File: src/rtl/cpu_mem_pkg.sv
// Shared memory-map constants and the switch-loader state encoding used by
// the CPU / dual-port memory glue logic.
package cpu_mem_pkg;

    localparam int ADDR_W     = 10;
    localparam int DATA_W     = 32;
    localparam int CPU_DATA_W = 13;
    localparam int SW_ADDR    = 1022;

    typedef enum logic [1:0] {
        IDLE  = 2'd0,
        PEND  = 2'd1,
        ISSUE = 2'd2
    } loader_state_t;

endpackage : cpu_mem_pkg

File: src/rtl/sw_debounce.sv
// Switch bank debouncer: two-flop synchroniser, stability counter, accepted
// (stable) value register and a one-cycle change pulse. The change pulse is
// high in the first cycle in which sw_stable already shows the new value.
module sw_debounce #(
    parameter int SW_W      = 3,
    parameter int DB_CYCLES = 50000,
    parameter int DB_CNT_W  = 16
) (
    input  logic            clk,
    input  logic            rst,
    input  logic [SW_W-1:0] sw_raw,
    output logic [SW_W-1:0] sw_stable,
    output logic            change
);

    logic [SW_W-1:0]     sync1_q, sync2_q;
    logic [SW_W-1:0]     stable_q, stable_d;
    logic [DB_CNT_W-1:0] db_cnt_q, db_cnt_d;
    logic                change_q, change_d;

    // Counter runs while the synchronised input disagrees with the accepted
    // value; reaching the threshold accepts the new value and clears itself,
    // so the counter can never wrap.
    always_comb begin
        stable_d = stable_q;
        db_cnt_d = db_cnt_q;
        change_d = 1'b0;
        if (sync2_q == stable_q) begin
            db_cnt_d = '0;
        end else if (db_cnt_q == DB_CNT_W'(DB_CYCLES - 1)) begin
            stable_d = sync2_q;
            db_cnt_d = '0;
            change_d = 1'b1;
        end else begin
            db_cnt_d = db_cnt_q + 1'b1;
        end
    end

    // Reset loads the raw switches everywhere so no change fires afterwards.
    always_ff @(posedge clk) begin
        if (rst) begin
            sync1_q  <= sw_raw;
            sync2_q  <= sw_raw;
            stable_q <= sw_raw;
            db_cnt_q <= '0;
            change_q <= 1'b0;
        end else begin
            sync1_q  <= sw_raw;
            sync2_q  <= sync1_q;
            stable_q <= stable_d;
            db_cnt_q <= db_cnt_d;
            change_q <= change_d;
        end
    end

    assign sw_stable = stable_q;
    assign change    = change_q;

endmodule : sw_debounce

File: src/rtl/switch_ram_loader.sv
// Port-A front end of the dual-port memory: registers CPU write requests
// with one cycle of latency and writes the debounced switch value to the
// switch mailbox word during reset.
// Optional macro SW_LIVE_UPDATE_EN: when defined, the mailbox is rewritten
// whenever the debounced value changes, deferred until the CPU is idle.
// When undefined, only the reset-time mailbox write happens.
module switch_ram_loader #(
    parameter int ADDR_W     = cpu_mem_pkg::ADDR_W,
    parameter int DATA_W     = cpu_mem_pkg::DATA_W,
    parameter int CPU_DATA_W = cpu_mem_pkg::CPU_DATA_W,
    parameter int SW_W       = 3,
    parameter int SW_ADDR    = cpu_mem_pkg::SW_ADDR,
    parameter int DB_CYCLES  = 50000,
    parameter int DB_CNT_W   = 16
) (
    input  logic                  clk,
    input  logic                  rst,
    input  logic [SW_W-1:0]       switch,
    input  logic                  cpu_idle,
    input  logic                  cpu_wr_en,
    input  logic [ADDR_W-1:0]     cpu_addr,
    input  logic [CPU_DATA_W-1:0] cpu_wdata,
    output logic                  mem_we,
    output logic [ADDR_W-1:0]     mem_addr,
    output logic [DATA_W-1:0]     mem_din,
    output logic [SW_W-1:0]       sw_stable,
    output logic                  load_busy
);

    import cpu_mem_pkg::*;

    logic              sw_change;
    logic              issue;
    logic [SW_W-1:0]   issue_val;

    logic              mem_we_q,   mem_we_d;
    logic [ADDR_W-1:0] mem_addr_q, mem_addr_d;
    logic [DATA_W-1:0] mem_din_q,  mem_din_d;

    sw_debounce #(
        .SW_W      (SW_W),
        .DB_CYCLES (DB_CYCLES),
        .DB_CNT_W  (DB_CNT_W)
    ) u_debounce (
        .clk       (clk),
        .rst       (rst),
        .sw_raw    (switch),
        .sw_stable (sw_stable),
        .change    (sw_change)
    );

`ifdef SW_LIVE_UPDATE_EN
    loader_state_t   state_q, state_d;
    logic [SW_W-1:0] pend_val_q, pend_val_d;

    // Loader FSM: capture each accepted switch change, wait for a cycle in
    // which the CPU leaves port A alone, then issue a single mailbox write.
    // A newer change always overwrites the pending value.
    always_comb begin
        state_d    = state_q;
        pend_val_d = pend_val_q;
        if (sw_change) begin
            pend_val_d = sw_stable;
        end
        case (state_q)
            IDLE: begin
                if (sw_change) begin
                    state_d = PEND;
                end
            end
            PEND: begin
                if (cpu_idle && !cpu_wr_en) begin
                    state_d = ISSUE;
                end
            end
            ISSUE: begin
                state_d = sw_change ? PEND : IDLE;
            end
            default: begin
                state_d = IDLE;
            end
        endcase
    end

    // State register; reset drops any pending mailbox write.
    always_ff @(posedge clk) begin
        if (rst) begin
            state_q    <= IDLE;
            pend_val_q <= '0;
        end else begin
            state_q    <= state_d;
            pend_val_q <= pend_val_d;
        end
    end

    assign issue     = (state_q == ISSUE);
    assign issue_val = pend_val_q;
    assign load_busy = (state_q != IDLE);
`else
    // Live updates are compiled out: these inputs only feed status logic.
    logic unused_live_inputs;
    assign unused_live_inputs = cpu_idle ^ sw_change;

    assign issue     = 1'b0;
    assign issue_val = '0;
    assign load_busy = 1'b0;
`endif

    // Port-A mux: the mailbox write owns the port in its issue cycle,
    // otherwise the CPU request passes through with zero-extended data.
    always_comb begin
        mem_we_d   = cpu_wr_en;
        mem_addr_d = cpu_addr;
        mem_din_d  = DATA_W'(cpu_wdata);
        if (issue) begin
            mem_we_d   = 1'b1;
            mem_addr_d = ADDR_W'(SW_ADDR);
            mem_din_d  = DATA_W'(issue_val);
        end
    end

    // Port-A register; every reset cycle writes the raw switches to the mailbox.
    always_ff @(posedge clk) begin
        if (rst) begin
            mem_we_q   <= 1'b1;
            mem_addr_q <= ADDR_W'(SW_ADDR);
            mem_din_q  <= DATA_W'(switch);
        end else begin
            mem_we_q   <= mem_we_d;
            mem_addr_q <= mem_addr_d;
            mem_din_q  <= mem_din_d;
        end
    end

    assign mem_we   = mem_we_q;
    assign mem_addr = mem_addr_q;
    assign mem_din  = mem_din_q;

endmodule : switch_ram_loader

File: config.mk
export PLATFORM = sky130hd
export DESIGN_NAME = switch_ram_loader
export DESIGN_NICKNAME = d
export VERILOG_FILES = /design/src/rtl/cpu_mem_pkg.sv /design/src/rtl/sw_debounce.sv /design/src/rtl/switch_ram_loader.sv
export SDC_FILE = /design/constraint.sdc
export NUM_CORES = 1
export LEC_CHECK = 0
export ABC_AREA = 1
export BUFFER_PORTS_ARGS = -buffer_cell sky130_fd_sc_hd__buf_2
export CORE_MARGIN = 2
export CORE_UTILIZATION = 40
export CTS_BUF_LIST = sky130_fd_sc_hd__clkbuf_4 sky130_fd_sc_hd__clkbuf_8
export DETAILED_ROUTE_END_ITERATION = 7
export GPL_ROUTABILITY_DRIVEN = 0
export PLACE_DENSITY = 0.68
export SETUP_SLACK_MARGIN = 0.1
export SLEW_MARGIN = 40
export SYNTH_ARGS = -nofsm -noshare
export SYNTH_HDL_FRONTEND = slang
export SYNTH_SLANG_ARGS = --single-unit
File: constraint.sdc
create_clock -name clk -period 3.9 [get_ports clk]
set_input_delay 0.78 -clock clk [delete_from_list [all_inputs] [get_ports clk]]
set_output_delay 0.78 -clock clk [all_outputs]
set_load 0.1 [all_outputs]
Word level (Yosys, flattened, before mapping):

Cells that the tools add are included.

* input bits: 30
* register bits after elaboration: 68

* mux-type cells: 5
* reductions and logical operators: 3
* eq/ne operators: 3
* add/subtract/negate cells: 1

Operators with widths (number)
* $add A16 B1 Y16 const B: 1
* $eq A16 B16 Y1 const B: 1
* $mux W3: 5
* $eq A3 B3 Y1: 1
* $reduce_or A3 Y1: 1
* $ne A2 B2 Y1 const B: 1
* $reduce_and A2 Y1: 1
* $reduce_bool A2 Y1: 1

Logic depth before layout (Yosys ltp):

Gate-level depths: netlist of run 1.

* depth in word-level cells: 4
* gate-level depth with buffers: 8
* mapped depth without buffers: 8

By module:

A second synthesis of run 1 with hierarchy kept.

* cell total of the unflattened synthesis: 261
* area, all modules: 2063.2 um2

By module, submodules not included
* sw_debounce: seq. area each 550.5 um2, area each 1227.4 um2, instances 1, cells each 172
* switch_ram_loader: seq. area each 480.5 um2, area each 835.8 um2, instances 1, cells each 89

Worst setup path before layout of run 1:

No wires, ideal clock.

* path kind: register to register
* start: register u_debounce.stable_q[0] (netlist: u_debounce.sw_stable[0])
* end: register u_debounce.stable_q[0] (netlist: u_debounce.sw_stable[0]) (enable)
* library setup time: 0.302 ns
* period minus slack after synthesis: 1.765 ns
* cell stages (with the launch flop): 7
* data arrival time: 1.463 ns
* setup slack: 2.135 ns
* path buffers: 0
* required time: 3.598 ns
* path through: edfxtp_1 > inv_1 > nand2_1 > nand2_1 > nand3_1 > nand3_1 > nand2_1

* longest elaborated chain between the ends: 3

Ends and longest elaborated chain
* start: declaration: line sw_debounce.sv:17 `logic [SW_W-1:0] stable_q, stable_d;`
* start signal: assignment: line sw_debounce.sv:44 `stable_q <= sw_raw;`
* start signal: assignment: line sw_debounce.sv:50 `stable_q <= stable_d;`
* $eq A3 B3 Y1: line sw_debounce.sv:28 `if (sync2_q == stable_q) begin`
* $ne A2 B2 Y1 (no line)
* $reduce_and A2 Y1 (no line)

Every way passes these cells.
A chain may end at the register's enable or synchronous reset.

Worst setup path after layout of run 1:

* start: register u_debounce.stable_q[0] (netlist: u_debounce.sw_stable[0])
* end: output sw_stable[0]

RTL lines
* end: declaration: line switch_ram_loader.sv:26 `output logic [SW_W-1:0] sw_stable,`

No word-level cell between the ends.

==> results of run 1 <==
-- worst max-delay path by stage --
stage,slack [ns],depth (start not counted),from,endpoint
floorplan,2.13,6,u_debounce.sw_stable[0]$_DFFE_PP_,u_debounce.sw_stable[0]$_DFFE_PP_
detailed placement,2.08,3,rst,u_debounce.sw_stable[1]$_DFFE_PP_
CTS,2.00,1,u_debounce.sw_stable[0]$_DFFE_PP_,sw_stable[0]
global route,1.97,1,u_debounce.sw_stable[0]$_DFFE_PP_,sw_stable[0]
global placement,2.07,3,rst,u_debounce.sw_stable[0]$_DFFE_PP_
finish,2.01,1,u_debounce.sw_stable[0]$_DFFE_PP_,sw_stable[0]
-- metrics by stage --
step | util [%] | area, um^2
detailed placement | 47.11 | 2240
finish | 49.29 | 2344
floorplan | - | 2054
CTS | 49.29 | 2344
global route | 49.29 | 2344
global placement | 47.11 | 2240
-- worst register-to-register path, delay by kind of cell, from the launching register on --
family	cells	cell delay, ns
adder cells (fa/ha/maj)	1	0.24
flip-flops	1	0.38
AND/OR/NAND/NOR	4	0.51
-- area by class of cell --
cell class                      instances  area [um^2]
Timing Repair Buffer                   55        275.3
Sequential cell                        49         1011
Clock inverter                          2        35.03
Inverter                               30        112.6
Tap cell                               67        83.83
Fill cell                             483         2411
Multi-Input combinational cell        164        757.0
Clock buffer                            5        68.82
-- cell usage in the layout (no fill, tap or decap), types with 2 or more instances in the layout --
| master | instances |
|---|---|
| o21bai_1 | 2 |
| or2_2 | 10 |
| dfxtp_1 | 46 |
| nand3_1 | 7 |
| xnor2_1 | 3 |
| o21ai_0 | 2 |
| nor2_2 | 4 |
| buf_2 | 55 |
| xor2_1 | 4 |
| edfxtp_1 | 3 |
| nor2_1 | 42 |
| conb_1 | 20 |
| inv_1 | 29 |
| nand2_1 | 59 |
| nand4_1 | 4 |
| nand2_2 | 2 |
| clkbuf_8 | 5 |
-- routing by layer --
layer  vias to the layer above  wire, um  share of wire (%)  GRT usage [%]
met4                         0        51                1.7          4.167
met3                         7       240                7.8          4.743
met5                         -         0                  0              0
li1                        809         -                  -              -
met2                        47      1375                 45          19.08
met1                       654      1405                 46          14.79
-- sequential cells by signal (all words and copies together), names as in the netlist --
register,flops
u_debounce.sync1_q,3
mem_din,13
mem_we,1
u_debounce.db_cnt_q,16
u_debounce.sync2_q,3
u_debounce.sw_stable,3
mem_addr,10
-- where the power goes --
part           switching [mW]  internal [mW]  leakage, nW
logic                   0.235         0.0354        0.648
clock network           0.153          0.186       0.0540
registers             0.00915          0.529        0.410
total                   0.397          0.751         1.11
-- cells by family after synthesis --
family | share of synthesized area [%]
AND/OR/NAND/NOR | 29.15
buffers and inverters | 14.45
flip-flops | 50.98
XOR/XNOR | 3.092
AO/OA/AOI/OAI | 1.514
adder cells (fa/ha/maj) | 0.6308
other | 0.1891
==> impl_metrics.yaml, run 1 <==
timing:
  fmax_mhz: 530.4
  fin_ws_ns: 2.015
  slew_viol_final: 0
  setup_viol: 0
  hold_viol: 0
  fin_tns_setup_ns: 0
  fin_crit_sh_pct: 48.34
  rsz0062_at_grt: "false"
  period_needed_ns: 1.885
  worst_hold_slack_ns: 0.4226
  fin_skew_ns: 0.002727
synth:
  avgSynthCellArea_um2: 7.997
  ys_warn_count: 0
  ys_async_sr_fraction_pct: 0
  synthTopCellsByArea: "dfxtp_1 (46%), nand2_1 (11%), nor2_1 (7.9%), buf_4 (7.6%), inv_1 (5.5%)"
  syn_inst: 248
  ys_types: 25
  yosysMostFrequentCell: "nand2_1"
  yosysTopAreaCell: "dfxtp_1"
  ys_seq_area_share_pct: 50.98
  syn_area_um2: 1983
  synth_top_area_share_pct: 46.44
  synth.top_cells.by_count: "nand2_1 (59), dfxtp_1 (46), nor2_1 (42)"
  synth-edff-count: 3
  ys.flop_type: "dfxtp_1"
  yosys_register_bits: 49
power:
  finalPower_mw: 1.148
  p_per_area_nw_per_um2: 489.9
  power.leakage_nw: 1.112
  ir_worst_vdd_v: 0.0003094
critical_path:
  required_ns: 3.12
  cpLargestDelayFamily: "buffers and inverters"
  timing.rr.start: "u_debounce.db_cnt_q[0]$_SDFF_PP0_"
  arrival_ns: 1.11
  worstSetupPathType: "reg -> out"
  endpoint_kind: "output pin"
  rr_endpoint: "u_debounce.sw_stable[2]$_DFFE_PP_"
  startpoint_type: "register"
  crit_chain: "buf_2"
  r2r_setup_slack_ns: 2.49
  worst-path-buf-inv: 1
  crit_fanout: 3
  cpMaxStageDelayCell: "buf_2"
  slowest_delay_ns: 0.44
  r2r_cells: 5
global_routing:
  grt_pass1_vias: 1307
  grt_max_degree: 28
  grt_pass1_wl_um: 5175
  gr-total-overflow: 0
  antenna_found_initial: 0
  grt_use_total_pct: 11.97
detailed_routing:
  drtIter0Drc: 40
  firstDrtPassIters: 4
  wl_per_cell_um: 8.258
  wl_um: 3072
  ant_nets: 0
  drc: 0
  vias_per_cell: 4.078
  via_count: 1517
clocking:
  cts_tree: "done"
  cts_buffer_depth: 2
  cts.sinks: 49
  ctsResizeCount: 0
  htreeDepth: 2
  cts_setup_buffers: 0
  numCtsBuffers: 5
  clock_latency_ns: 0.29
  root_buffer: "clkbuf_8"
  hold_buffers: 0
  path_clk_slew_ns: 0.08
finish:
  area_growth_pct: 18.17
  diodes: 0
  finalNetCount: 336
  stdcell_count: 372
  drive_gt1_share_pct: 26.89
placement:
  place_inst: 365
  port-buffer-count: 55
  post-dp-hpwl_um: 2357
  place_worst_setup_slack_ns: 2.080
floorplanning:
  rows: 25
  die_h_um: 74.41
  core_um2: 4755
  die-area_um2: 5537
  die_x_um: 74.41
  io_pins: 77
  initial_utilization_pct: 41.71
flow_run:
  max_cap_viol_count: 0
run_status:
  outcome: "completed"
hold_path:
  whs_endpoint: "u_debounce.sync2_q[0]$_DFF_P_"
  hp-class: "reg -> reg"
  holdCritStartpoint: "u_debounce.sync1_q[0]$_DFF_P_"
  worstHoldPathCells: 2
(Power assumes the default switching activity.)
==> run 2, diff against run 1 <==
Settings changed: PLACE_DENSITY 0.68 to 0.7.
Clock period 3.9 ns to 1.58 ns, I/O delays scaled along.
==> impl_metrics.yaml, run 2 (synthesis gave the netlist of run 1 again) <==
run_status:
  outcome: "completed"
critical_path:
  r2r_cells: 5
  cpMaxStageDelayCell: "buf_2"
  endpoint_kind: "output pin"
  worst-path-buf-inv: 1
  startpoint_type: "register"
  worstSetupPathType: "reg -> out"
  crit_chain: "buf_2"
  slowest_delay_ns: 0.44
  crit_fanout: 2
  arrival_ns: 1.12
  rr_endpoint: "u_debounce.sw_stable[0]$_DFFE_PP_"
  required_ns: 1.26
  cpLargestDelayFamily: "buffers and inverters"
  r2r_setup_slack_ns: 0.19
  timing.rr.start: "u_debounce.db_cnt_q[0]$_SDFF_PP0_"
timing:
  period_needed_ns: 1.437
  fin_skew_ns: 0.004557
  hold_viol: 0
  fin_crit_sh_pct: 90.92
  slew_viol_final: 0
  worst_hold_slack_ns: 0.1245
  rsz0062_at_grt: "false"
  fmax_mhz: 696.1
  setup_viol: 0
  fin_tns_setup_ns: 0
clocking:
  cts_tree: "done"
  clock_latency_ns: 0.30
  numCtsBuffers: 5
  root_buffer: "clkbuf_8"
  hold_buffers: 0
  path_clk_slew_ns: 0.08
  cts.sinks: 49
  htreeDepth: 2
  cts_buffer_depth: 2
detailed_routing:
  drtIter0Drc: 28
  wl_um: 3303
  firstDrtPassIters: 4
  via_count: 1531
  ant_nets: 0
  drc: 0
  wl_per_cell_um: 8.832
  vias_per_cell: 4.094
floorplanning:
  die-area_um2: 5537
  rows: 25
  die_h_um: 74.41
  die_x_um: 74.41
  initial_utilization_pct: 41.71
  io_pins: 77
  core_um2: 4755
finish:
  finalNetCount: 337
  final_cell_mix: "nand2_1 (58), buf_2 (55), dfxtp_1 (46)"
  diodes: 0
  drive_gt1_share_pct: 28.99
  regMostFlops: "u_debounce.db_cnt_q"
  area_growth_pct: 20.25
  layout_commonest_cell: "nand2_1"
  largest_register_ff_count: 16
  post-route-util_pct: 50.16
global_routing:
  antenna_found_initial: 0
  grt_pass1_vias: 1309
  grt_use_total_pct: 12.83
  gr-total-overflow: 0
  grt_pass1_wl_um: 5340
  grt_max_degree: 17
hold_path:
  holdCritStartpoint: "switch[2]"
  worstHoldPathCells: 1
  whs_endpoint: "u_debounce.sync1_q[2]$_DFF_P_"
  hp-class: "in -> reg"
power:
  p_per_area_nw_per_um2: 1219
  power.leakage_nw: 1.119
  ir_worst_vdd_v: 0.0007492
placement:
  port-buffer-count: 55
  post-dp-hpwl_um: 2443
flow_run:
  max_cap_viol_count: 0
-- run 2: changes by cell type in the layout (fill, tap and decap cells not counted), sizes merged --
cell | before | now
buf | 55 | 56
clkbuf | 5 | 6
-- run 2: report_power, final --
part | leakage (nW) | internal, mW | switching, mW
clock network | 0.0588 | 0.492 | 0.406
logic | 0.649 | 0.0907 | 0.587
registers | 0.410 | 1.31 | 0.0234
-- run 2: layout make-up --
type                            instances  area [um^2]
Clock inverter                          2        38.79
Clock buffer                            6        76.32
Inverter                               30        112.6
Sequential cell                        49         1011
Timing Repair Buffer                   56        282.8
Multi-Input combinational cell        164        779.5
Fill cell                             481         2370
Tap cell                               67        83.83
-- run 2: what timing repair did --
action | 4_1_cts | 5_1_grt
resized for setup | 0 | 3
setup endpoints to repair | 0 | 10
buffers inserted | 0 | 0
-- run 2: worst max-delay path by stage --
stage                                                 start                                 end  slack (ns)  cells past startpoint
after floorplan           u_debounce.sw_stable[0]$_DFFE_PP_   u_debounce.sw_stable[0]$_DFFE_PP_       -0.11                      6
after global placement    u_debounce.db_cnt_q[0]$_SDFF_PP0_   u_debounce.sw_stable[0]$_DFFE_PP_        0.20                      5
after detailed placement  u_debounce.db_cnt_q[0]$_SDFF_PP0_   u_debounce.sw_stable[0]$_DFFE_PP_        0.17                      5
after CTS                 u_debounce.sw_stable[1]$_DFFE_PP_                        sw_stable[1]        0.13                      1
after global routing      u_debounce.db_cnt_q[0]$_SDFF_PP0_  u_debounce.db_cnt_q[10]$_SDFF_PP0_        0.10                      7
final                     u_debounce.sw_stable[1]$_DFFE_PP_                        sw_stable[1]        0.14                      1
-- run 2: routing by layer --
metal	routed length, um	share of wire (%)	GRT usage (%)
met3	315	9.5	5.285
met4	74	2.2	6.548
met1	1414	43	14.98
met5	0	0	0
met2	1499	45	20.26
-- run 2: metrics by stage --
stage / worst slack (ns) / instances / power [mW] / instance area, um^2
final: 0.1435 / 374 / 2.906 / 2385
after global placement: 0.2023 / 366 / 2.031 / 2260
after detailed placement: 0.1747 / 366 / 2.037 / 2260
after CTS: 0.1320 / 374 / 2.939 / 2375
after global routing: 0.1004 / 374 / 3.017 / 2385
after floorplan: -0.1129 / 267 / 1.989 / 2067
==> run 3, diff against run 2 <==
Settings changed: CORE_UTILIZATION 40 to 38, PLACE_DENSITY 0.7 to 0.67.
==> impl_metrics.yaml, run 3 (synthesis gave the netlist of run 1 again) <==
clocking:
  cts_tree: "done"
  numCtsBuffers: 5
  root_buffer: "clkbuf_8"
  cts.sinks: 49
  hold_buffers: 0
  htreeDepth: 2
  path_clk_slew_ns: 0.09
  clock_latency_ns: 0.29
  cts_buffer_depth: 2
detailed_routing:
  wl_per_cell_um: 8.592
  ant_nets: 0
  drc: 0
  drtIter0Drc: 43
  via_count: 1529
  wl_um: 3239
  vias_per_cell: 4.056
  firstDrtPassIters: 4
power:
  p_per_area_nw_per_um2: 1213
  p_sw_mw: 1.008
  finalPower_mw: 2.899
  ir_worst_vdd_v: 0.0006844
  switching_share_pct: 34.75
  pwr-share-clk_pct: 30.8
  power.leakage_nw: 1.120
  internal_power_mw: 1.892
  power_frac_seq_pct: 45.9
  pwr-share-comb_pct: 23.3
critical_path:
  startpoint_type: "register"
  worst-path-buf-inv: 1
  crit_chain: "buf_2"
  r2r_setup_slack_ns: 0.21
  endpoint_kind: "output pin"
  timing.rr.start: "u_debounce.db_cnt_q[0]$_SDFF_PP0_"
  rr_endpoint: "u_debounce.sw_stable[2]$_DFFE_PP_"
  arrival_ns: 1.10
  cpLargestDelayFamily: "buffers and inverters"
  required_ns: 1.26
  r2r_cells: 5
  worstSetupPathType: "reg -> out"
  slowest_delay_ns: 0.43
  crit_fanout: 3
  cpMaxStageDelayCell: "buf_2"
floorplanning:
  die_h_um: 76.24
  io_pins: 77
  die_x_um: 76.24
  die-area_um2: 5813
  initial_utilization_pct: 39.08
  rows: 26
  core_um2: 5075
global_routing:
  grt_pass1_vias: 1461
  grt_use_total_pct: 12.27
  gr-total-overflow: 0
  grt_pass1_wl_um: 5782
  antenna_found_initial: 0
  grt_max_degree: 17
hold_path:
  whs_endpoint: "u_debounce.sync1_q[0]$_DFF_P_"
  hp-class: "in -> reg"
  worstHoldPathCells: 1
  holdCritStartpoint: "switch[0]"
finish:
  largest_register_ff_count: 16
  drive_gt1_share_pct: 28.66
  diodes: 0
  stdcell_count: 377
  area_growth_pct: 20.57
  layout_commonest_cell: "nand2_1"
  final_cell_mix: "nand2_1 (58), buf_2 (53), dfxtp_1 (46)"
  finalNetCount: 337
  regMostFlops: "u_debounce.db_cnt_q"
timing:
  fmax_mhz: 707.6
  fin_skew_ns: 0.004454
  fin_crit_sh_pct: 89.44
  worst_hold_slack_ns: 0.1289
  period_needed_ns: 1.413
  hold_viol: 0
  slew_viol_final: 0
  rsz0062_at_grt: "false"
  setup_viol: 0
run_status:
  outcome: "completed"
placement:
  place_inst: 369
  post-dp-hpwl_um: 2426
  port-buffer-count: 55
flow_run:
  max_cap_viol_count: 0
[run 3: cell types whose count changed in the layout (fill, tap and decap cells not counted), sizes merged]
| cell | previous run | this run |
|---|---|---|
| buf | 56 | 54 |
| clkbuf | 6 | 8 |
[run 3: power by group through the flow]
stage               Clock (mW)  Sequential (mW)  Combinational (mW)
CTS                      0.931             1.33               0.677
global route             0.984             1.34               0.706
floorplan                    0             1.65               0.336
finish                   0.892             1.33               0.677
detailed placement           0             1.36               0.677
global placement             0             1.36               0.676
[run 3: worst max-delay path by stage]
| stage | from | end | slack (ns) | depth (start not counted) |
|---|---|---|---|---|
| global route | u_debounce.sw_stable[2]$_DFFE_PP_ | sw_stable[2] | 0.10 | 1 |
| detailed placement | u_debounce.db_cnt_q[0]$_SDFF_PP0_ | u_debounce.sw_stable[0]$_DFFE_PP_ | 0.19 | 5 |
| floorplan | u_debounce.sw_stable[0]$_DFFE_PP_ | u_debounce.sw_stable[0]$_DFFE_PP_ | -0.11 | 6 |
| finish | u_debounce.sw_stable[2]$_DFFE_PP_ | sw_stable[2] | 0.17 | 1 |
| global placement | u_debounce.db_cnt_q[0]$_SDFF_PP0_ | u_debounce.sw_stable[0]$_DFFE_PP_ | 0.22 | 5 |
| CTS | u_debounce.sw_stable[0]$_DFFE_PP_ | sw_stable[0] | 0.13 | 1 |
[run 3: routing by layer]
metal / share of wire, % / GRT usage, % / up-vias
li1: - / - / 815
met1: 44 / 13.26 / 655
met2: 46 / 20.62 / 55
met3: 8.8 / 5.569 / 4
met4: 1.6 / 5.455 / 0
met5: 0 / 0 / -
[run 3: cell type report]
| type | instances | area (um^2) |
|---|---|---|
| Fill cell | 501 | 2684 |
| Sequential cell | 49 | 1011 |
| Multi-Input combinational cell | 164 | 777.0 |
| Timing Repair Buffer | 56 | 287.8 |
| Inverter | 30 | 112.6 |
| Tap cell | 70 | 87.58 |
| Clock buffer | 6 | 76.32 |
| Clock inverter | 2 | 38.79 |
[run 3: stage by stage]
step | worst slack (ns) | instance area (um^2) | utilization (%) | TNS [ns]
floorplan | -0.1129 | 2067 | - | -1.084
global placement | 0.2163 | 2263 | 44.60 | 0
detailed placement | 0.1902 | 2263 | 44.60 | 0
CTS | 0.1265 | 2379 | 46.87 | 0
global route | 0.1018 | 2391 | 47.12 | 0
finish | 0.1669 | 2391 | 47.12 | 0
[run 3: what timing repair did]
action,4_1_cts,5_1_grt
buffers inserted,0,0
setup endpoints to repair,0,15
resized for setup,0,4
